### src/rtl/endgame_sequencer_if.sv
// endgame_sequencer_if
//   Bundles the game-logic events and the banner/playfield controls of the
//   end-of-game sequencer.
//   master : game logic side (drives events, receives controls)
//   slave  : sequencer side  (receives events, drives controls)
//   Events  : player_hit, wave_cleared (1-cycle pulses), invaders_landed
//             (level), start_btn (synchronised level)
//   Controls: loser, winner, game_freeze, game_restart, lives[1:0],
//             state[2:0] (debug)
interface endgame_sequencer_if;
  logic       player_hit;
  logic       wave_cleared;
  logic       invaders_landed;
  logic       start_btn;
  logic       loser;
  logic       winner;
  logic       game_freeze;
  logic       game_restart;
  logic [1:0] lives;
  logic [2:0] state;

  modport master (
    output player_hit, wave_cleared, invaders_landed, start_btn,
    input  loser, winner, game_freeze, game_restart, lives, state
  );

  modport slave (
    input  player_hit, wave_cleared, invaders_landed, start_btn,
    output loser, winner, game_freeze, game_restart, lives, state
  );
endinterface

### src/rtl/endgame_sequencer.sv
// endgame_sequencer
//   Sequences the end-of-game flow: play, freeze the playfield, scroll in the
//   winner/loser banner, hold it, then return to attract mode. Owns the lives
//   count and issues the one-cycle restart pulse when a game starts.
//   clk : pixel clock
//   rst : asynchronous, active-high reset
//   bus : endgame_sequencer_if.slave (events in, banner/freeze/restart,
//         lives and debug state out)
module endgame_sequencer #(
  parameter int TICK_DIV     = 2000000,
  parameter int FREEZE_TICKS = 30,
  parameter int SCROLL_TICKS = 160,
  parameter int HOLD_TICKS   = 100,
  parameter int LIVES        = 3
) (
  input  logic                 clk,
  input  logic                 rst,
  endgame_sequencer_if.slave   bus
);

  localparam int MAX_FS = (FREEZE_TICKS > SCROLL_TICKS) ? FREEZE_TICKS : SCROLL_TICKS;
  localparam int MAX_T  = (MAX_FS > HOLD_TICKS) ? MAX_FS : HOLD_TICKS;
  localparam int PW     = $clog2(MAX_T + 1);
  localparam int TW     = (TICK_DIV > 1) ? $clog2(TICK_DIV) : 1;

  typedef enum logic [2:0] {
    IDLE   = 3'd0,
    PLAY   = 3'd1,
    FREEZE = 3'd2,
    SCROLL = 3'd3,
    HOLD   = 3'd4
  } state_t;

  state_t        st;
  logic [TW-1:0] tick_cnt;
  logic [PW-1:0] phase;
  logic          tick;
  logic          start_q;
  logic          start_edge;
  logic          res_lose;
  logic [1:0]    lives_r;
  logic          loser_r;
  logic          winner_r;
  logic          freeze_r;
  logic          restart_r;
  logic          freeze_done;
  logic          scroll_done;
  logic          hold_done;

  assign tick        = (tick_cnt == TW'(TICK_DIV - 1));
  assign start_edge  = bus.start_btn & ~start_q;
  // Final tick of each timed state; the transition lands on the next cycle.
  assign freeze_done = tick && (phase == PW'(FREEZE_TICKS - 1));
  assign scroll_done = tick && (phase == PW'(SCROLL_TICKS - 1));
  assign hold_done   = tick && (phase == PW'(HOLD_TICKS - 1));

  // Counters advance first; any transition below re-assigns them to zero and,
  // being the later non-blocking assignment, wins.
  always_ff @(posedge clk or posedge rst) begin
    if (rst) begin
      st        <= IDLE;
      tick_cnt  <= '0;
      phase     <= '0;
      start_q   <= 1'b1;
      res_lose  <= 1'b0;
      lives_r   <= 2'(LIVES);
      loser_r   <= 1'b0;
      winner_r  <= 1'b0;
      freeze_r  <= 1'b1;
      restart_r <= 1'b0;
    end else begin
      start_q   <= bus.start_btn;
      restart_r <= 1'b0;
      if (tick) begin
        tick_cnt <= '0;
        phase    <= phase + 1'b1;
      end else begin
        tick_cnt <= tick_cnt + 1'b1;
      end

      case (st)
        IDLE: begin
          if (start_edge) begin
            st        <= PLAY;
            restart_r <= 1'b1;
            lives_r   <= 2'(LIVES);
            freeze_r  <= 1'b0;
            tick_cnt  <= '0;
            phase     <= '0;
          end
        end

        PLAY: begin
          if (bus.invaders_landed) begin
            lives_r  <= '0;
            res_lose <= 1'b1;
            st       <= FREEZE;
            freeze_r <= 1'b1;
            tick_cnt <= '0;
            phase    <= '0;
          end else if (bus.player_hit) begin
            if (lives_r != '0) lives_r <= lives_r - 2'd1;
            if (lives_r <= 2'd1) begin
              res_lose <= 1'b1;
              st       <= FREEZE;
              freeze_r <= 1'b1;
              tick_cnt <= '0;
              phase    <= '0;
            end
          end else if (bus.wave_cleared) begin
            res_lose <= 1'b0;
            st       <= FREEZE;
            freeze_r <= 1'b1;
            tick_cnt <= '0;
            phase    <= '0;
          end
        end

        FREEZE: begin
          if (freeze_done) begin
            st       <= SCROLL;
            loser_r  <= res_lose;
            winner_r <= ~res_lose;
            tick_cnt <= '0;
            phase    <= '0;
          end
        end

        SCROLL: begin
          if (scroll_done) begin
            st       <= HOLD;
            tick_cnt <= '0;
            phase    <= '0;
          end
        end

        HOLD: begin
          if (start_edge) begin
            st        <= PLAY;
            restart_r <= 1'b1;
            lives_r   <= 2'(LIVES);
            freeze_r  <= 1'b0;
            loser_r   <= 1'b0;
            winner_r  <= 1'b0;
            tick_cnt  <= '0;
            phase     <= '0;
          end else if (hold_done) begin
            st       <= IDLE;
            loser_r  <= 1'b0;
            winner_r <= 1'b0;
            tick_cnt <= '0;
            phase    <= '0;
          end
        end

        default: begin
          st       <= IDLE;
          freeze_r <= 1'b1;
          loser_r  <= 1'b0;
          winner_r <= 1'b0;
          tick_cnt <= '0;
          phase    <= '0;
        end
      endcase
    end
  end

  assign bus.loser        = loser_r;
  assign bus.winner       = winner_r;
  assign bus.game_freeze  = freeze_r;
  assign bus.game_restart = restart_r;
  assign bus.lives        = lives_r;
  assign bus.state        = st;

endmodule
### src/flat_wrapper.sv
// flat-port wrapper written by rule: the top's interface ports become plain ports
module endgame_sequencer_flat 
#(
  parameter int TICK_DIV     = 2000000,
  parameter int FREEZE_TICKS = 30,
  parameter int SCROLL_TICKS = 160,
  parameter int HOLD_TICKS   = 100,
  parameter int LIVES        = 3
)
  (clk, rst, bus_player_hit, bus_wave_cleared, bus_invaders_landed, bus_start_btn, bus_loser, bus_winner, bus_game_freeze, bus_game_restart, bus_lives, bus_state);
  endgame_sequencer_if bus_i ();
  input  logic clk;
  input  logic rst;
  input wire logic [$bits(bus_i.player_hit)-1:0] bus_player_hit;
  input wire logic [$bits(bus_i.wave_cleared)-1:0] bus_wave_cleared;
  input wire logic [$bits(bus_i.invaders_landed)-1:0] bus_invaders_landed;
  input wire logic [$bits(bus_i.start_btn)-1:0] bus_start_btn;
  output wire logic [$bits(bus_i.loser)-1:0] bus_loser;
  output wire logic [$bits(bus_i.winner)-1:0] bus_winner;
  output wire logic [$bits(bus_i.game_freeze)-1:0] bus_game_freeze;
  output wire logic [$bits(bus_i.game_restart)-1:0] bus_game_restart;
  output wire logic [$bits(bus_i.lives)-1:0] bus_lives;
  output wire logic [$bits(bus_i.state)-1:0] bus_state;
  assign bus_i.player_hit = bus_player_hit;
  assign bus_i.wave_cleared = bus_wave_cleared;
  assign bus_i.invaders_landed = bus_invaders_landed;
  assign bus_i.start_btn = bus_start_btn;
  assign bus_loser = bus_i.loser;
  assign bus_winner = bus_i.winner;
  assign bus_game_freeze = bus_i.game_freeze;
  assign bus_game_restart = bus_i.game_restart;
  assign bus_lives = bus_i.lives;
  assign bus_state = bus_i.state;
  endgame_sequencer #(.TICK_DIV(TICK_DIV), .FREEZE_TICKS(FREEZE_TICKS), .SCROLL_TICKS(SCROLL_TICKS), .HOLD_TICKS(HOLD_TICKS), .LIVES(LIVES)) u_core (.clk(clk), .rst(rst), .bus(bus_i));
endmodule
### config.mk
export PLATFORM = sky130hd
export DESIGN_NAME = endgame_sequencer_flat
export DESIGN_NICKNAME = d
export VERILOG_FILES = /design/src/rtl/endgame_sequencer_if.sv /design/src/rtl/endgame_sequencer.sv /design/src/flat_wrapper.sv
export SDC_FILE = /design/constraint.sdc
export NUM_CORES = 1
export LEC_CHECK = 0
export ABC_AREA = 1
export BUFFER_PORTS_ARGS = -buffer_cell sky130_fd_sc_hd__buf_2
export CORE_ASPECT_RATIO = 0.7
export CORE_MARGIN = 8
export CORE_UTILIZATION = 34
export CTS_BUF_LIST = sky130_fd_sc_hd__clkbuf_16
export CTS_CLUSTER_SIZE = 8
export DETAILED_ROUTE_END_ITERATION = 6
export HOLD_SLACK_MARGIN = 0.15
export PLACE_DENSITY = 0.61
export REMOVE_ABC_BUFFERS = 1
export SLEW_MARGIN = 10
export SYNTH_ARGS = -nofsm -noshare
export SYNTH_HDL_FRONTEND = slang
export SYNTH_SLANG_ARGS = --single-unit
### constraint.sdc
create_clock -name clk -period 2.05 [get_ports clk]
set_input_delay 0 -clock clk [delete_from_list [all_inputs] [get_ports clk]]
set_output_delay 0 -clock clk [all_outputs]
set_load 0.1 [all_outputs]
Yosys cells after proc, flatten, opt, wreduce, memory -nomap -nowiden

Index checks and enable logic that the tools add are counted.

Register bits: 40
Input bits: 6
Output and inout port bits: 9
Logic and storage cells: 106

Add/sub/neg operators: 3
$lt $le $gt $ge: 1
Eq/ne operators: 18
Muxes and demuxes: 54
Bitwise gates (word level): 5
Reductions and logical operators: 15

Operator list:

| kind                    | count |
|---|---|
| $mux W21                | 10 |
| $pmux W21 S5            | 1 |
| $mux W8                 | 10 |
| $pmux W8 S5             | 1 |
| $mux W3                 | 9 |
| $add A21 B1 Y21 const B | 1 |
| $eq A21 B21 Y1 const B  | 1 |
| $pmux W3 S5             | 1 |
| $mux W1                 | 14 |
| $pmux W1 S3             | 3 |
| $add A8 B1 Y8 const B   | 1 |
| $eq A8 B5 Y1 const B    | 1 |
| $eq A8 B7 Y1 const B    | 1 |
| $eq A8 B8 Y1 const B    | 1 |
| $mux W2                 | 4 |
| $ne A2 B1 Y1 const B    | 4 |
| $reduce_and A4 Y1       | 2 |
| $eq A3 B2 Y1 const B    | 2 |
| $ne A3 B1 Y1 const B    | 2 |
| $reduce_and A3 Y1       | 2 |
| $reduce_and A6 Y1       | 1 |
| $ne A4 B3 Y1 const B    | 1 |
| $ne A4 B4 Y1 const B    | 1 |
| $not A1 Y1              | 4 |
| 14 further kinds        | 18 |

Depth between registers and ports, before layout

Depth in word-level cells: 6
Mapped depth: 12
Gate-level depth less buffers: 11

Least setup slack after synthesis

No wires, ideal clock.

Kind: register -> register
From: register u_core.lives_r[1] (netlist: u_core.bus.lives[1])
To: register u_core.tick_cnt[13]
Setup time: 0.088 ns
Data arrival time: 2.045 ns
Required time: 1.962 ns
Setup slack: -0.083 ns
Cell stages (with the launch flop): 11
Buffers on the path: 1
Clock period less this slack: 2.133 ns
Cell sequence: dfstp_2 -> inv_1 -> ha_1 -> nor2_1 -> nand3_1 -> nand2_1 -> nand2_1 -> nand3_1 -> o211ai_1 -> buf_2 -> nor3b_1

Word-level cells in the longest chain between the ends: 5

Ends and longest elaborated chain:

| item                   | line                     | RTL |
|---|---|---|
| start, declared        | endgame_sequencer.sv:41  | `logic [1:0] lives_r;` |
| start signal, assigned | endgame_sequencer.sv:66  | `lives_r <= 2'(LIVES);` |
| start signal, assigned | endgame_sequencer.sv:86  | `lives_r <= 2'(LIVES);` |
| start signal, assigned | endgame_sequencer.sv:102 | `if (lives_r != '0) lives_r <= lives_r - 2'd1;` |
| $le A2 B1 Y1           | endgame_sequencer.sv:103 | `if (lives_r <= 2'd1) begin` |
| $mux W21               | endgame_sequencer.sv:103 |  |
| $mux W21               | endgame_sequencer.sv:101 | `end else if (bus.player_hit) begin` |
| $mux W21               | endgame_sequencer.sv:94  | `if (bus.invaders_landed) begin` |
| $pmux W21 S5           | endgame_sequencer.sv:81  | `case (st)` |
| end signal, assigned   | endgame_sequencer.sv:78  | `tick_cnt <= tick_cnt + 1'b1;` |
| end, declared          | endgame_sequencer.sv:35  | `logic [TW-1:0] tick_cnt;` |

No other way between the ends.
A chain may end at the register's enable or synchronous reset.

Final worst setup path

From: register u_core.lives_r[1] (netlist: u_core.bus.lives[1])
To: register u_core.tick_cnt[3]

Same word-level chain as after synthesis.

==> flow_summary.yaml <==
drt:
  wl_per_cell_um: 12.0
  vias_per_cell: 4.73
  num_vias: 2018
  firstDrtPassIters: 4
  initialDrtViolationCount: 100
  drc: 0
  routed_wirelength_mm: 5.14
  antenna_left: 0
layout:
  multiInputGateArea_um2: 1170
  nets: 343
  fin_util_pct: 40.5
  seq_area_um2: 1010
  final_area_um2: 2720
  layout_commonest_cell: "nand2_1"
  layout-drive-gt1-share_pct: 15.3
  syn_to_final_growth_pct: 16.1
  final_cell_mix: "65 x nand2_1, 53 x nor2_1, 36 x dfrtp_1, 29 x inv_1, 17 x o21ai_0"
  antenna_cells: 0
  fill_cells: 698
cts:
  cts-root-buf: "clkbuf_16"
  cts_tree: "yes"
  htree_levels: 2
  clock_latency_ps: 280
  cts.sinks: 40
  clk_pin_slew_worst_paths_ps: 60
  cts_buffer_depth: 2
  cts_setup_buffers: 0
  cts_buffers: 5
timing:
  relSlewSlack_pct: 65.9
  rsz0062_at_grt: "no"
  fmax_mhz: 546
  fin_crit_sh_pct: 89.3
  hold_viol_final: 0
  fin_skew_ps: 3.34
  drv_slew: 0
  setup_slack_ps: 219
  worst_pin_slew_ps: 511
  setup_viol: 0
  fin_crit_ps: 1830
setup_path:
  cp.arrival_ps: 2020
  cp_max_fo: 21
  startpoint: "u_core.bus.lives[1]"
  worstReg2RegStart: "u_core.bus.lives[1]"
  crit_type: "register to register"
  cp.required_ps: 2240
  critical_path.max_stage_delay_ps: 540
  crit_path_start_kind: "register"
  crit_chain: "inv_1 -> ha_1 -> nor2_1 -> nand3_1 -> nand2_1 -> nand2_1 -> nand3_1 -> o211ai_1 -> buf_12 -> nor3b_1"
  cpMaxStageDelayCell: "dfstp_2"
  endpoint_kind: "register"
synth:
  synthCells: 308
  ys_warn_count: 0
  ys_types: 32
  ys_seq_elements: 40
  yosysSeqAreaShare_pct: 42.9
  syn_area_um2: 2340
  synth.avg_cell_area_um2: 7.61
floorplanning:
  dieArea_um2: 9850
  pin_count: 15
  die_w_um: 115
  rows: 25
  initial_core_util_pct: 34.9
  coreArea_um2: 6730
  die_y_um: 85.5
flow_run:
  maxCapViolCount: 0
power_and_ir_drop:
  p_leak_uw: 0.00119
  max-vdd-ir-drop_v: 0.00109
  p_per_area_nw_per_um2: 1220
global_route:
  grt_max_degree: 41
  grt_usage_pct: 11.2
  antenna_found_initial: 0
  grt_pass1_vias: 1948
  grt_pass1_wl_mm: 9.07
  grt_overflow_total: 0
placed_design:
  dpl_cell_area_um2: 2530
  numPortBuffers: 14
  pre_cts_slack_ps: 215
  gp_congestion: 0.842
  hpwlAfterDp_mm: 3.80
min_path:
  hold_class: "primary input to register"
  hold_start: "bus_start_btn"
status:
  outcome: "finished clean"
worst max-delay path: cells and delay by family (launching register included):
kind / cells / cell delay (ps)
compound gates: 1 / 140
fa+ha+maj: 1 / 170
buf+inv: 2 / 250
flops: 1 / 540
simple gates: 6 / 630
state kept, by name, indices dropped and copies added (netlist names):
signal                   count
u_core.tick_cnt             21
u_core.phase                 8
u_core.bus.state             3
u_core.bus.lives             2
u_core.bus.game_freeze       1
u_core.bus.game_restart      1
u_core.bus.loser             1
u_core.bus.winner            1
u_core.res_lose              1
u_core.start_q               1
through the flow:
stage               setup TNS [ps]  power (uW)  hold WS [ps]  cells
finish                           0        3330           376    427
global route                     0        3530           384    427
CTS                              0        3360           365    427
detailed placement               0        2590           117    414
global placement                 0        2580           116    414
floorplan                    -6450        2220          4.48    303
Yosys cell counts:
master    count  area share, %
buf_6         1           0.48
a21oi_1       5            1.1
o21a_1        1           0.32
nor3_1       14            3.0
inv_2         8            1.3
o21ai_0      17            3.6
a31oi_1       1           0.27
a32o_1        1           0.43
nor3b_1       3           0.96
o211ai_1      1           0.32
buf_2         3           0.64
or2_2         1           0.27
nor2_4        3            1.4
buf_4         1           0.32
nand2_4       1           0.48
xnor2_1       3            1.1
nor4_1        2           0.53
ha_1          5            2.7
nand3_2       1           0.43
nor2_2        2           0.53
o31ai_1       1           0.32
inv_1        29            4.6
nor2_1       53            8.5
nand3_1      15            3.2
dfstp_2       4            4.5
xor2_1       13            4.9
nor3_2        2           0.85
nand2_1      65             10
nand2_2       5            1.3
o21ai_1       2           0.43
dfrtp_1      36             38
nand4_1       9            2.4
area by class of cell:
| type | instances | area share (%) |
|---|---|---|
| multi-input combinational | 226 | 42.8 |
| timing repair buffer | 22 | 5.70 |
| clock inverter | 3 | 0.506 |
| clock buffer | 5 | 4.60 |
| inverter | 37 | 5.10 |
| sequential | 40 | 36.9 |
| tap | 94 | 4.32 |
power by group:
group,switching [uW],internal [uW],total [uW]
clock network,313,442,755
registers,113,934,1050
logic,1160,362,1530
total,1590,1740,3330
path summary, 6_finish.rpt:
kind	endpoint	slack, ps	cells after the start
max	u_core.tick_cnt[3]	220	10
min in group asynchronous	u_core.tick_cnt[3]	390	4
min reg2reg	u_core.tick_cnt[0]	460	1
min	u_core.start_q	380	2
max reg2reg	u_core.tick_cnt[3]	220	10
max in group asynchronous	u_core.bus.lives[1]	1300	4
routing by layer:
layer,global-route usage [%],share of wire (%)
met1,16.2,54
met2,16.2,40
met3,3.19,4.9
met4,1.90,0.37
met5,0,0
logic make-up (layout without fill, tap and decap cells):
| logic type | Yosys count | in the layout | synth area share [%] |
|---|---|---|---|
| and+or+nand+nor | 176 | 176 | 34.3 |
| AOI/OAI and AO/OA | 29 | 29 | 6.78 |
| DFF | 40 | 40 | 42.9 |
| xor gates and xnor gates | 16 | 16 | 5.98 |
| buffers and inverters | 42 | 67 | 7.36 |
| adders and majority gates | 5 | 5 | 2.67 |
what timing repair did:
action | CTS | global route
hold buffers | 5 | 0
hold endpoints to repair | 41 | 0
gates resized for setup | 0 | 0
Power figures use the tool's default switching activity.
